$ cat config.mk
export PLATFORM = sky130hd
export DESIGN_NAME = fetch_queue
export DESIGN_NICKNAME = d
export VERILOG_FILES = /design/src/rtl/fetch_queue.sv
export SDC_FILE = /design/constraint.sdc
export NUM_CORES = 1
export LEC_CHECK = 0
export ABC_AREA = 1
export CAP_MARGIN = 0
export CORE_AREA = 2 2 155 157
export CTS_BUF_LIST = sky130_fd_sc_hd__clkbuf_2
export CTS_CLUSTER_SIZE = 28
export DETAILED_ROUTE_END_ITERATION = 10
export DIE_AREA = 0 0 157 159
export PLACE_DENSITY = 0.74
export SYNTH_ARGS = -nofsm -noshare
export SYNTH_HDL_FRONTEND = slang
export SYNTH_SLANG_ARGS = --single-unit
$ cat constraint.sdc
create_clock -name clk -period 9.8 [get_ports clk]
set_input_delay 0.98 -clock clk [delete_from_list [all_inputs] [get_ports clk]]
set_output_delay 0.98 -clock clk [all_outputs]
set_load 0.01 [all_outputs]
$ cat src/rtl/fetch_queue.sv
// Fetch-stage queue: advances the PC, issues imem reads and buffers {pc, instr} for decode.
// Define FETCH_BYPASS_EN to forward a response straight to decode when the queue is empty.
module fetch_queue #(
  parameter int DEPTH = 4,
  parameter int XLEN  = 32
) (
  input  logic                     clk,
  input  logic                     rst,
  input  logic [XLEN-1:0]          pc,
  output logic                     pc_en,
  output logic                     imem_req,
  output logic [XLEN-1:0]          imem_addr,
  input  logic [XLEN-1:0]          imem_rdata,
  input  logic                     flush,
  output logic                     dec_valid,
  input  logic                     dec_ready,
  output logic [XLEN-1:0]          dec_instr,
  output logic [XLEN-1:0]          dec_pc,
  output logic [$clog2(DEPTH):0]   occupancy
);

  localparam int AW = $clog2(DEPTH);
  localparam int CW = AW + 1;

  logic [CW-1:0]   count_q, count_d;
  logic [AW-1:0]   rd_ptr_q, rd_ptr_d;
  logic [AW-1:0]   wr_ptr_q, wr_ptr_d;
  logic            inflight_q, inflight_d;
  logic [XLEN-1:0] pc_q, pc_d;

  logic [XLEN-1:0] mem_pc_q    [DEPTH];
  logic [XLEN-1:0] mem_instr_q [DEPTH];

  logic            fifo_valid;
  logic            byp;
  logic            pop_fifo;
  logic            pop_byp;
  logic            wr;
  logic            issue;
  logic [CW:0]     credit;

  always_comb begin
    fifo_valid = (count_q != '0);
`ifdef FETCH_BYPASS_EN
    byp        = (count_q == '0) & inflight_q & ~flush;
`else
    byp        = 1'b0;
`endif
    pop_fifo   = fifo_valid & dec_ready & ~flush;
    pop_byp    = byp & dec_ready;
    // A response consumed through the bypass never occupies a FIFO slot.
    wr         = inflight_q & ~flush & ~pop_byp;
    // Slots promised = held entries + the response still on its way, less this cycle's pop.
    credit     = {1'b0, count_q} + (CW+1)'(inflight_q) - (CW+1)'(pop_fifo | pop_byp);
    issue      = ~rst & ~flush & (credit < (CW+1)'(DEPTH));

    count_d    = count_q;
    rd_ptr_d   = rd_ptr_q;
    wr_ptr_d   = wr_ptr_q;
    inflight_d = issue;
    pc_d       = pc_q;
    if (flush) begin
      count_d  = '0;
      rd_ptr_d = '0;
      wr_ptr_d = '0;
    end else begin
      count_d  = count_q + CW'(wr) - CW'(pop_fifo);
      rd_ptr_d = rd_ptr_q + AW'(pop_fifo);
      wr_ptr_d = wr_ptr_q + AW'(wr);
      if (issue) pc_d = pc;
    end
  end

  always_ff @(posedge clk or posedge rst) begin
    if (rst) begin
      count_q    <= '0;
      rd_ptr_q   <= '0;
      wr_ptr_q   <= '0;
      inflight_q <= 1'b0;
      pc_q       <= '0;
    end else begin
      count_q    <= count_d;
      rd_ptr_q   <= rd_ptr_d;
      wr_ptr_q   <= wr_ptr_d;
      inflight_q <= inflight_d;
      pc_q       <= pc_d;
    end
  end

  // Storage carries data only; validity is tracked entirely by count/pointers.
  always_ff @(posedge clk) begin
    if (wr) begin
      mem_pc_q[wr_ptr_q]    <= pc_q;
      mem_instr_q[wr_ptr_q] <= imem_rdata;
    end
  end

  assign imem_req  = issue;
  assign imem_addr = pc;
  assign pc_en     = ~rst & (issue | flush);
  assign occupancy = count_q;

`ifdef FETCH_BYPASS_EN
  assign dec_valid = fifo_valid | byp;
  assign dec_pc    = byp ? pc_q       : mem_pc_q[rd_ptr_q];
  assign dec_instr = byp ? imem_rdata : mem_instr_q[rd_ptr_q];
`else
  assign dec_valid = fifo_valid;
  assign dec_pc    = mem_pc_q[rd_ptr_q];
  assign dec_instr = mem_instr_q[rd_ptr_q];
`endif

endmodule

=== Yosys cells after proc, flatten, opt, wreduce, memory -nomap -nowiden ===
Memory sizes are Yosys's and may differ from the RTL's.
Cells that the tools add are included.

* $add $sub $neg: 6
* Magnitude comparators: 1
* Multiplexer cells: 5
* Bitwise logic cells: 9
* Reduce and logical (&&, ||, !) cells: 2

{| class="wikitable"
|+ Operator list
! cell !! count
|-
| 1-bit bitwise AND || 6
|-
| 2-bit by 1-bit adder with 2-bit output || 2
|-
| 3-bit by 1-bit adder with 4-bit output || 1
|-
| 4-bit by 3-bit less-than comparator with 1-bit output, second input constant || 1
|-
| 2-bit 2-to-1 mux || 2
|-
| 4-bit by 1-bit subtractor with 4-bit output || 1
|-
| 3-bit by 1-bit adder with 3-bit output || 1
|-
| 3-bit 2-to-1 mux || 1
|-
| 3-bit nonzero test || 1
|-
| 3-bit by 1-bit subtractor with 3-bit output || 1
|-
| 1-bit 2-to-1 mux || 2
|-
| 1-bit inverter || 2
|-
| 2-bit AND reduction || 1
|-
| 1-bit OR || 1
|}

* Bits in registers: 40
* RAM bits: 256
* Output and inout bits: 102
* Logic and storage cells: 30
* Memories: 2

{| class="wikitable"
|+ Memory list
! name !! words !! width !! read ports !! clocked after Yosys merged registers in !! wr ports !! line !! text
|-
| mem_instr_q || 4 || 32 || 1 || 0 || 1 || 32 || <nowiki>logic [XLEN-1:0] mem_instr_q [DEPTH];</nowiki>
|-
| mem_pc_q || 4 || 32 || 1 || 0 || 1 || 31 || <nowiki>logic [XLEN-1:0] mem_pc_q [DEPTH];</nowiki>
|}

=== Logic depth before layout (Yosys ltp) ===
Gate-level depths: netlist of the first run.

* Depth in word-level cells: 8
* Depth in mapped cells: 16
* Gate-level depth less buffers: 15

=== Least setup slack after synthesis of the first run ===
Ideal clock, no wire load.

* Kind: input-to-reg
* Start: input flush
* End: memory mem_instr_q[0][0] (enable)
* Library setup time: 0.565 ns
* Arrival time: 5.707 ns
* Slack: 3.528 ns
* Cell stages on the path: 4
* Buffers on the path: 1
* Path through: buf_6 > nor2_1 > inv_1 > nor3_1

* Cells in the longest elaborated chain, start to end: 4

{| class="wikitable"
|+ RTL lines
! what !! line !! text
|-
| start: declaration || 14 || <nowiki>input logic flush,</nowiki>
|-
| 1-bit inverter || 52 || <nowiki>wr = inflight_q & ~flush & ~pop_byp;</nowiki>
|-
| 1-bit bitwise AND || 52 ||
|-
| 1-bit 2-to-1 mux || 92 || <nowiki>if (wr) begin</nowiki>
|-
| 1-bit 2-to-1 mux (implied by the code) || 94 || <nowiki>mem_instr_q[wr_ptr_q] <= imem_rdata;</nowiki>
|-
| end: declaration || 32 ||
|}

No other way between the ends.

=== Worst setup path after layout of the first run ===
* Start: input flush
* End: output imem_req

* Cells in the longest elaborated chain, start to end: 5
* Elaborated cells between the ends (all ways): 6

{| class="wikitable"
|+ RTL lines
! what !! line !! text
|-
| 1-bit inverter * || 49, 55 ||
|-
| 1-bit bitwise AND || 49 || <nowiki>pop_fifo = fifo_valid & dec_ready & ~flush;</nowiki>
|-
| 4-bit by 1-bit subtractor with 4-bit output || 54 || <nowiki>credit = {1'b0, count_q} + (CW+1)'(inflight_q) - (CW+1)'(pop_fifo | pop_byp);</nowiki>
|-
| 4-bit by 3-bit less-than comparator with 1-bit output || 55 || <nowiki>issue = ~rst & ~flush & (credit < (CW+1)'(DEPTH));</nowiki>
|-
| 1-bit bitwise AND * || 55 ||
|-
| end: declaration || 11 || <nowiki>output logic imem_req,</nowiki>
|}

Mark *: on every way between the ends. The rest lies on a longest branch, timed or not.

==> results.cfg, run 1 <==
[floorplanning]
die_h_um = 159
die_w_um = 157
rows = 56
die-area_um2 = 24960
core_area_um2 = 23190
io_pins = 170
initial_utilization_pct = 49.53

[hold_path]
hold_path_depth = 0
hold_path.class = reg2reg

[route]
drt_iter0_drc = 468
antenna_left = 0
wire_per_inst_um = 17.13
vias_per_cell = 5.194
wirelength_um = 24130
dr.pass1.iters = 5
drc = 0
routed-via-count = 7319

[pwr]
ir_worst_vdd_uv = 206.2
leakagePower_uw = 0.005096
p_total_uw = 3243
power_density_nw_per_um2 = 234.1

[global_route]
grt_pass1_wl_um = 37970
grt_max_degree = 103
gr-total-overflow = 0
antenna_found_initial = 1
grt_pass1_vias = 7332
grt_usage_pct = 19.67

[sta]
rsz0062_at_grt = no
setup_tns_ns = 0
maxSlewViolCount = 0
clock_skew_ns = 0.05006
post-route-min-period_ns = 5.655
slew-limit-headroom_pct = 35.05
hold_viol = 0
worst-slew-pin-transition_ns = 0.9742
fmax_mhz = 176.8
setup_viol = 0
post-route-period-util_pct = 57.71

[yosys]
yosys.cell_count.top_type = edfxtp_1
syn_area_per_cell_um2 = 13.26
ys_warn_count = 0
synth.cells.most_frequent = edfxtp_1, nor2_1, o21ai_0
yosysTopAreaCellShare_pct = 66.93
synth.distinct_cells = 25
synth-main-ff-cell = edfxtp_1
yosysTopAreaCell = edfxtp_1
yosysSeqAreaShare_pct = 75.64
ys_async_sr_fraction_pct = 13.51
synth.area.top_cells = edfxtp_1, dfrtp_1, o21ai_0, nor2_1, o22ai_1
synth_nets = 940
syn_area_um2 = 11490
synth_edf_count = 256
synth_cells = 866
synth-seq-cells = 296

[worst_setup_path]
cp.depth = 15
cp_cell_sequence = clkdlybuf4s50_1, nor2_4, nand2_2, nor2_1, inv_1, ha_1, nand2_1, inv_1, nand4_2, nand3_2, nand2_2, nor2_4, nand2_4, inv_1, clkdlybuf4s50_1
end_kind = primary output
slowest_delay_ns = 0.62
regToRegEndpoint = pc_q[22]
r2r_start = occupancy[1]
r2r_cells = 15
critPathRequiredTime_ns = 8.82
crit_path_end = imem_req
cp.arrival_ns = 4.68
critPathLaunch = flush
crit_family = simple AND/OR/NAND/NOR gates
worst-r2r-setup-slack_ns = 6.65
crit_path_start_kind = primary input
cp_slowest_cell = nor2_4
path_max_fanout = 33
crit_type = in2out
crit_top_cell = inv_1
worst-path-buf-inv = 5

[cts]
clock_latency_ns = 0.79
path_clk_slew_ns = 0.10
cts_root_buf = clkbuf_2
numCtsBuffers = 73
cts.path.max_buffers = 3
cts_resized = 0
cts_hold_buffers = 0
cts_tree = done
cts.htree.levels = 3
postCtsSetupBuffers = 0
clkSinkCount = 296

[cells_and_area]
area_growth_pct = 20.59
layout-drive-gt1-share_pct = 13.04
fin_nets = 1113
fillers = 1820

[job]
drv_cap = 0

[placed_design]
routabilityCongestion = 0.7987
portBuffers = 169
hpwlAfterDp_um = 13500

[run_status]
status = complete, no violations
==> registers in the layout (all words and copies together) (netlist names) <==
signal and count:
rd_ptr_q 2, pc_q 32, occupancy 3, wr_ptr_q 2, mem_instr_q 128, mem_pc_q 128, inflight_q 1
==> worst min-delay path by stage <==
stage	startpoint	to	slack [ns]
finish	pc_q[27]	mem_pc_q[3][27]	0.51
global route	pc_q[19]	mem_pc_q[2][19]	0.51
CTS	pc_q[27]	mem_pc_q[3][27]	0.50
detailed placement	pc_q[7]	mem_pc_q[0][7]	0.50
global placement	pc_q[9]	mem_pc_q[0][9]	0.50
floorplan	pc_q[0]	mem_pc_q[0][0]	0.48
==> logic make-up (layout without fill, tap and decap cells) <==
logic type	Yosys count	count (layout)	synth area share [%]
AOI/OAI and AO/OA	199	199	9.368
DFF	296	296	75.64
other	0	1	0
buffers and inverters	105	328	4.880
xor gates and xnor gates	1	1	0.07627
adders and majority gates	6	6	0.7190
and+or+nand+nor	259	259	9.314
==> metrics by stage <==
step           hold WS, ns  cells  area, um2  utilization (%)  setup WS (ns)
2_1_floorplan       0.4763    866      11490                -          3.528
3_3_place_gp        0.4965   1283      13220            56.99          4.302
3_5_place_dp        0.5032   1283      13220            56.99          4.138
4_1_cts             0.5022   1408      13850            59.71          4.124
5_1_grt             0.5081   1409      13850            59.72          3.743
6_report            0.5100   1409      13850            59.72          4.145
==> cells in the final DEF (no fill, tap or decap), drive strengths merged <==
cell type	n
bufinv	1
edfxtp	256
nor2	139
clkdlybuf4s50	169
o21ai	130
inv	23
dfrtp	40
a21oi	5
nand4	2
nand2	79
clkbuf	107
o22ai	64
ha	5
xnor2	1
fa	1
buf	12
diode	1
nor3	4
clkinv	16
nand3	35
==> per-layer routing <==
layer	global-route usage (%)	up-vias	part of all wire (%)
met2	32.14	260	49
met3	4.790	27	6.6
li1	-	3516	-
met1	25.47	3516	43
met5	0	-	0
met4	7.673	0	1.6
==> layout make-up <==
class	count	area, um2	area share (%)
sequential	296	8693	62.76
multi-input combinational	465	2257	16.30
timing repair buffer	181	1782	12.86
clock buffer	107	535.5	3.866
tap	319	399.1	2.882
clock inverter	18	96.34	0.6956
inverter	22	85.08	0.6143
antenna	1	2.502	0.01807
==> report_power, final <==
group / internal, uW / switching (uW) / total, uW
logic: 329 / 468 / 798
clock network: 315 / 456 / 771
registers: 1570 / 107 / 1670
total: 2210 / 1030 / 3240
Note: power is estimated with default switching activity, not from simulation.
==> run 2, diff against run 1 <==
==> constraint.sdc (replaced) <==
create_clock -name clk -period 5.4 [get_ports clk]
set_input_delay 0.54 -clock clk [delete_from_list [all_inputs] [get_ports clk]]
set_output_delay 0.54 -clock clk [all_outputs]
set_load 0.01 [all_outputs]
==> run 2 against run 1 <==
Against the previous run:
- combinational power up 82%
- clock skew up 0.0047 ns
- non-clock buffer count down 2
- clock-buffer cell count unchanged
- die area unchanged
- worst hold slack worse by 0.20 ns
- power up 84%
- register-to-register slack worse by 3.8 ns
- sequential power up 83%
- critical path depth down 1
- via count down 0.61%
==> results.cfg, run 2 (synthesis results as in run 1) <==
[run_status]
status = complete, no violations

[worst_setup_path]
critPathRequiredTime_ns = 4.86
crit_path_start_kind = flop
worst-r2r-setup-slack_ns = 2.81
r2r_start = occupancy[0]
regToRegEndpoint = pc_q[25]
crit_type = reg2out
path_max_fanout = 33
end_kind = primary output
cp.arrival_ns = 3.64
r2r_cells = 15

[cts]
cts_resized = 0
cts_hold_buffers = 0
postCtsSetupBuffers = 0
clock_latency_ns = 0.80
clkSinkCount = 296
cts.path.max_buffers = 3
path_clk_slew_ns = 0.11
cts_root_buf = clkbuf_2
cts_tree = done
numCtsBuffers = 73
cts.htree.levels = 3

[cells_and_area]
multiInputGateArea_um2 = 2257
area_growth_pct = 21.14
top_regs = mem_instr_q (128), mem_pc_q (128), pc_q (32)
stdcell_area_um2 = 13910
layout_commonest_cell = edfxtp_1
fillers = 1832
ff_latch_area_um2 = 8693
fin_nets = 1111
layout-drive-gt1-share_pct = 12.89
final_cell_mix = edfxtp_1, clkdlybuf4s50_1, nor2_1, o21ai_0, clkbuf_2

[sta]
setup_tns_ns = 0
rsz0062_at_grt = no
fin_ws_ns = 1.220
clock_skew_ns = 0.05480
fin_hold_ws_ns = 0.3124
setup_viol = 0
maxSlewViolCount = 0
post-route-min-period_ns = 4.180
post-route-period-util_pct = 77.41
fmax_mhz = 239.2
slew-limit-headroom_pct = 31.73
hold_viol = 0
worst-slew-pin-transition_ns = 1.024

[route]
drt_iter0_drc = 484
dr.pass1.iters = 5
wirelength_um = 23890
routed-via-count = 7274
drc = 0
antenna_left = 0
vias_per_cell = 5.144
wire_per_inst_um = 16.89

[floorplanning]
initial_utilization_pct = 49.53
rows = 56
core_area_um2 = 23190
die-area_um2 = 24960
io_pins = 170
die_w_um = 157
die_h_um = 159

[placed_design]
hpwlAfterDp_um = 12670
placed_area_um2 = 13230
portBuffers = 169
routabilityCongestion = 0.7972
pre_cts_slack_ns = 1.340

[global_route]
gr-usage-met1_pct = 24.71
gr-total-overflow = 0
grt_pass1_vias = 7540
grt_max_degree = 99
use_met3_pct = 5.008
busiest_layer = met2
grt_pass1_wl_um = 37800
use_met2_pct = 31.76
grt_usage_pct = 19.45
antenna_found_initial = 1

[job]
drv_cap = 0

[hold_path]
hold_path.class = in2async

[pwr]
power_density_nw_per_um2 = 428.6
leakagePower_uw = 0.005110
p_total_uw = 5964
ir_worst_vdd_uv = 259.5
==> run 2: cell count changes in the layout (fill, tap and decap cells not counted), moves of 2 or more <==
cell | before | now
buf_12 | 0 | 2
buf_4 | 12 | 8
clkinv_1 | 14 | 20
clkinv_2 | 2 | 0
==> run 2: power by group <==
group          total, uW  internal [uW]  switching (uW)
clock               1470            626             840
combinational       1450            612             836
sequential          3050           2840             207
total               5960           4080            1880
==> run 2: critical path, cell delays in order, from the launching register on <==
cell,delay (ns)
dfrtp_1,0.44
nor2_1,0.07
nand2_1,0.12
nand2_2,0.10
nor2_1,0.18
inv_1,0.09
ha_1,0.30
nand2_1,0.05
inv_1,0.07
nand4_2,0.15
a21oi_1,0.25
nor2_4,0.08
nand2_4,0.32
inv_1,0.10
clkdlybuf4s50_1,0.50
==> run 2: worst max-delay path by stage <==
stage | start | to | slack (ns) | cells past startpoint
finish | occupancy[0] | imem_req | 1.22 | 14
global route | occupancy[0] | imem_req | 0.88 | 13
CTS | rd_ptr_q[0] | dec_instr[18] | 1.10 | 5
detailed placement | flush | imem_req | 1.34 | 14
global placement | flush | imem_req | 1.42 | 13
floorplan | flush | mem_instr_q[0][0] | -0.43 | 4
==> run 2: per-layer routing <==
layer  up-vias  routed length, um
met2       248              11830
met4         0                441
met1      3481              10170
met5         -                  0
met3        36               1445
li1       3509                  -
==> run 2: cell type report <==
cell class,instances,share of cell area [%]
diodes,1,0.01798
clock buffers,107,3.849
clock inverters,25,1.079
inverters,22,0.6115
multi-input cells,465,16.22
flip-flops and latches,296,62.48
well taps,319,2.868
repair buffers,179,12.88
==> run 2: metrics by stage <==
stage / util (%) / cells
after global routing: 60.00 / 1414
final: 60.00 / 1414
after floorplan: - / 866
after global placement: 57.03 / 1281
after detailed placement: 57.03 / 1281
after CTS: 59.99 / 1413
==> edit 1, RTL diff (flow settings as in run 2) <==
`pc_q` no longer has a reset.
--- a/src/rtl/fetch_queue.sv
+++ b/src/rtl/fetch_queue.sv
@@ -79,3 +79,2 @@
       inflight_q <= 1'b0;
-      pc_q       <= '0;
     end else begin
@@ -85,4 +84,7 @@
       inflight_q <= inflight_d;
-      pc_q       <= pc_d;
     end
+  end
+
+  always_ff @(posedge clk) begin
+    pc_q <= pc_d;
   end
Check against the original RTL: no difference found for any inputs over 4 cycles, from zero or initial values and one cycle with rst high; that may be too few to reach the edited logic, so the function may still have changed.
==> edit 1 against run 2 <==
Power down 8.5%. Area after synthesis down 2.8%. Sequential cell count unchanged. Non-clock buffer count up 1. Routed wire length down 7.6%. Setup slack better by 0.082 ns. Clock power down 7%. Critical path depth down 9. Cell area down 2.6%. Critical path type unchanged. Largest power group unchanged.
==> edit 1: results (changes against run 2) <==
crit-path leading delay family - buffers and inverters
count of flip-flops with a built-in enable after synthesis - 288 (+13%)
Syn. warnings - 0 (unchanged)
routed length on met3 - 1360 µm (-5.9%)
1st-pass router iterations - 5 (unchanged)
Max stage delay cell, worst path - sky130_fd_sc_hd__inv_4
slew of the pin with the lowest slew margin - 1.11 ns (+0.0862 ns)
met1 WL - 9310 µm (-8.4%)
uppermost routed layer - met4
number of buffers inserted by port buffering - 169 (unchanged)
net count of the finished layout - 1012 (-8.9%)
CTS buffer count - 72 (-1.4%)
status - finished, final reports clean
Lkg Pwr - 4.65 nW (-9.1%)
via count - 6685 (-8.1%)
number of cells traversed by the worst register-to-register path - 14 (-1)
post-synthesis async set-or-reset flop share - 2.70% (-11 points)
post-detailed-placement half-perimeter wirelength - 12000 µm (-5.3%)
Post-CTS Setup Inserts - 0 (unchanged)
via count of the first global-routing pass - 7022 (-6.9%)
total track usage - 18.0% (-1.5 points)
DRT iter0 DRCs - 439 (-9.3%)
WL final - 22100 µm (-7.6%)
number of nets produced by synthesis - 832 (-11%)
Routed met2 length - 11000 µm (-6.9%)
Worst EP arrival - 3.56 ns (-0.08 ns)
initial antenna violation count - 0 (-1)
Synth top cells by count - sky130_fd_sc_hd__edfxtp_1 (288), sky130_fd_sc_hd__nor2_1 (138), sky130_fd_sc_hd__o21ai_0 (68)
post-synthesis sequential area ratio - 79.3% (+3.6 points)
Gates resized, CTS repair - 0 (unchanged)
maximum number of pins on one net before global-route repair - 108 (+9.1%)
final weighted congestion of routability-driven global placement - 0.761 (-4.5%)
CTS H-tree depth - 3 (unchanged)
antenna cells - 0 (-1)
fillcell total - 1851 (+1.0%)
share of post-route cells with drive strength above 1 - 13.7% (+0.84 points)
worst vdd ir - 0.000204 V (-22%)
setup skew after layout - 0.0592 ns (+0.00444 ns)
cell types occupying the most area after synthesis - sky130_fd_sc_hd__edfxtp_1 (77%), sky130_fd_sc_hd__nor2_1 (4.6%), sky130_fd_sc_hd__o22ai_1 (3.6%)
wire length of the first global-routing pass - 34800 µm (-7.9%)
number of unique standard cell types used by synthesis - 23 (-8.0%)
Crit path largest cell delay - 0.87 ns (+0.37 ns)
maximum fanout count along the critical path - 107 (+220%)
clk buf depth - 3 (unchanged)
hold crit path type - in -> reg
edit 1: timing repair:
item | CTS | global route
hold buffers | 1 | 0
endpoints found under the setup margin | 0 | 0
endpoints found under the hold margin | 8 | 0
edit 1: kinds of logic after synthesis:
family	count (synthesis)	share of synthesized area (%)
DFF	296	79.3
adders and majority gates	6	0.740
xor gates and xnor gates	1	0.0785
AOI/OAI and AO/OA	198	9.63
and+or+nand+nor	162	5.73
buffers and inverters	95	4.55
edit 1: metal layers:
layer / track usage [%] / vias to the layer above
met2: 30.5 / 232
met3: 5.01 / 37
met5: 0 / -
li1: - / 3196
met1: 22.1 / 3220
met4: 6.46 / 0
edit 1: per-stage QoR:
stage | std cells | TNS [ns] | utilization (%) | setup WS [ns] | area, µm²
floorplan | 758 | -109.97 | - | -0.430 | 11200
global placement | 1182 | 0 | 55.8 | 1.75 | 12900
detailed placement | 1182 | 0 | 55.8 | 1.66 | 12900
CTS | 1302 | 0 | 58.4 | 1.17 | 13600
global route | 1302 | 0 | 58.4 | 1.02 | 13600
finish | 1302 | 0 | 58.4 | 1.30 | 13600
edit 1: final timing paths:
path,endpoint,start,slack [ns]
min in group asynchronous,occupancy[1]$_DFF_PP0_,rst,0.61
min,pc_q[28]$_DFFE_PP_,pc[28],0.33
max reg2reg,pc_q[2]$_DFFE_PP_,occupancy[0]$_DFF_PP0_,2.40
max in group asynchronous,rd_ptr_q[0]$_DFF_PP0_,rst,4.51
min reg2reg,mem_pc_q[1][27]$_DFFE_PP_,pc_q[27]$_DFFE_PP_,0.48
max,dec_instr[18],rd_ptr_q[0]$_DFF_PP0_,1.30
edit 1: area by class of cell:
class | instances | area [µm²] | share of cell area, %
clock buffers | 100 | 500 | 3.69
well taps | 319 | 399 | 2.94
repair buffers | 180 | 1780 | 13.1
inverters | 21 | 81.3 | 0.600
flip-flops and latches | 296 | 8850 | 65.3
multi-input cells | 367 | 1830 | 13.5
clock inverters | 19 | 110 | 0.812
edit 1: where the power goes:
| part | total, W | internal [W] | switching [W] |
|---|---|---|---|
| clock network | 0.00136 | 0.000545 | 0.000814 |
| logic | 0.00119 | 0.000527 | 0.000667 |
| registers | 0.00291 | 0.00279 | 0.000116 |
==> edit 2, RTL diff (flow settings as in run 2) <==
Without the edit above. Build with the macro `FETCH_BYPASS_EN` defined.
--- a/src/rtl/fetch_queue.sv
+++ b/src/rtl/fetch_queue.sv
@@ -2,2 +2,4 @@
 // Define FETCH_BYPASS_EN to forward a response straight to decode when the queue is empty.
+`define FETCH_BYPASS_EN
+
 module fetch_queue #(
Behaviour: not the same (Yosys sat finds a counterexample within 4 cycles, from zero or initial values and one cycle with rst high).
==> edit 2 against run 2 <==
Area after synthesis up 8.0%. Sequential cell count did not move. Global-route usage grew 2.3 points. Register-to-register slack lost 0.68 ns. Cell area is 5.4% higher. Power up 5.5%. Non-clock buffer count up 2. Combinational power up 29%. Cell count grew 13%. Setup slack lost 0.070 ns. Synthesized cell count increased by 24%. Routed wire length is 13% higher. Via count up 15%. Critical endpoint is now pc_en.
==> edit 2: results (changes against run 2) <==
post-synthesis sequential area ratio - 70.0% (-5.6 points)
via count - 8400 (+15%)
fillcell total - 1874 (+2.3%)
post-detailed-placement half-perimeter wirelength - 14500 µm (+14%)
fraction of power spent switching nets - 33.8% (+2.2 points)
net count of the finished layout - 1307 (+18%)
maximum fanout count along the critical path - 34 (+3.0%)
maximum number of pins on one net before global-route repair - 69 (-30%)
wire length of the first global-routing pass - 42500 µm (+12%)
status - finished, final reports clean
final weighted congestion of routability-driven global placement - 0.797 (about the same)
Worst EP arrival - 3.71 ns (+0.07 ns)
number of unique standard cell types used by synthesis - 30 (+20%)
worst vdd ir - 0.000253 V (-2.4%)
Lkg Pwr - 5.49 nW (+7.5%)
slew of the pin with the lowest slew margin - 0.942 ns (-0.0816 ns)
via count of the first global-routing pass - 8224 (+9.1%)
setup skew after layout - 0.0700 ns (+0.0152 ns)
total track usage - 21.8% (+2.3 points)
Synth top cells by count - sky130_fd_sc_hd__nor2_1 (326), sky130_fd_sc_hd__edfxtp_1 (256), sky130_fd_sc_hd__o21ai_0 (127)
Crit path largest cell delay - 0.55 ns (+0.05 ns)
hold crit path type - in -> reg
minimum setup slack after placement - 1.38 ns (+0.0392 ns)
DRT iter0 DRCs - 675 (+39%)
share of post-route cells with drive strength above 1 - 11.9% (-1.0 points)
[edit 2: changes by cell type in the layout (fill, tap and decap cells not counted), sizes merged, moves of 5 or more]
cell,delta
a31oi,+64
clkinv,-6
nand2,-5
nor2,+190
o22ai,-64
[edit 2: area by class of cell]
type	instances	area, µm²	area share [%]
clock buffer	108	541	3.68
sequential	296	8690	59.3
inverter	24	91.3	0.623
tap	319	399	2.72
antenna	1	2.50	0.0171
multi-input combinational	655	3050	20.8
timing repair buffer	181	1830	12.5
clock inverter	15	58.8	0.401
[edit 2: cell families after synthesis]
kind of cell               synth area share, %
and+or+nand+nor                           14.7
DFF                                       70.0
AOI/OAI and AO/OA                         8.76
buffers and inverters                     5.58
adders and majority gates                0.867
xor gates and xnor gates                0.0706
[edit 2: power groups by stage]
stage	Sequential [W]	Clock, W	Combinational, W
2_1_floorplan	0.00304	0	0.00115
5_1_grt	0.00312	0.00151	0.00206
3_5_place_dp	0.00313	0	0.00188
4_1_cts	0.00308	0.00138	0.00189
3_3_place_gp	0.00312	0	0.00185
6_report	0.00308	0.00134	0.00187
[edit 2: per-layer routing]
layer	vias to the layer above	share of wire [%]	global-route usage, %
li1	4088	-	-
met1	3931	43	29.3
met2	343	48	35.6
met3	38	6.8	4.11
met4	0	1.8	8.13
met5	-	0	0
[edit 2: worst paths after layout]
kind	end	cells after the start	startpoint	slack, ns
max in group asynchronous	rd_ptr_q[0]$_DFF_PP0_	2	rst	4.32
min reg2reg	mem_pc_q[3][6]$_DFFE_PP_	0	pc_q[6]$_DFFE_PP0P_	0.51
max	pc_en	11	occupancy[0]$_DFF_PP0_	1.15
max reg2reg	occupancy[2]$_DFF_PP0_	10	occupancy[0]$_DFF_PP0_	2.13
min	pc_q[11]$_DFFE_PP0P_	3	pc[11]	0.34
min in group asynchronous	pc_q[2]$_DFFE_PP0P_	2	rst	0.40
[edit 2: worst reg2reg max path, cell delays in order (launching register included)]
cell                      delay (ns)
sky130_fd_sc_hd__dfrtp_1        0.47
sky130_fd_sc_hd__nor3_4         0.35
sky130_fd_sc_hd__nand2_4        0.49
sky130_fd_sc_hd__o21ai_1        0.67
sky130_fd_sc_hd__ha_1           0.33
sky130_fd_sc_hd__inv_1          0.06
sky130_fd_sc_hd__ha_1           0.13
sky130_fd_sc_hd__inv_1          0.05
sky130_fd_sc_hd__fa_1           0.39
sky130_fd_sc_hd__o21ai_0        0.17
sky130_fd_sc_hd__a21oi_1        0.06
[edit 2: per-stage QoR]
stage	total power [W]	instances	cell area, µm²
finish	0.00629	1599	14700
global route	0.00669	1599	14700
CTS	0.00635	1598	14700
detailed placement	0.00501	1475	14100
global placement	0.00497	1475	14100
floorplan	0.00419	1072	12400
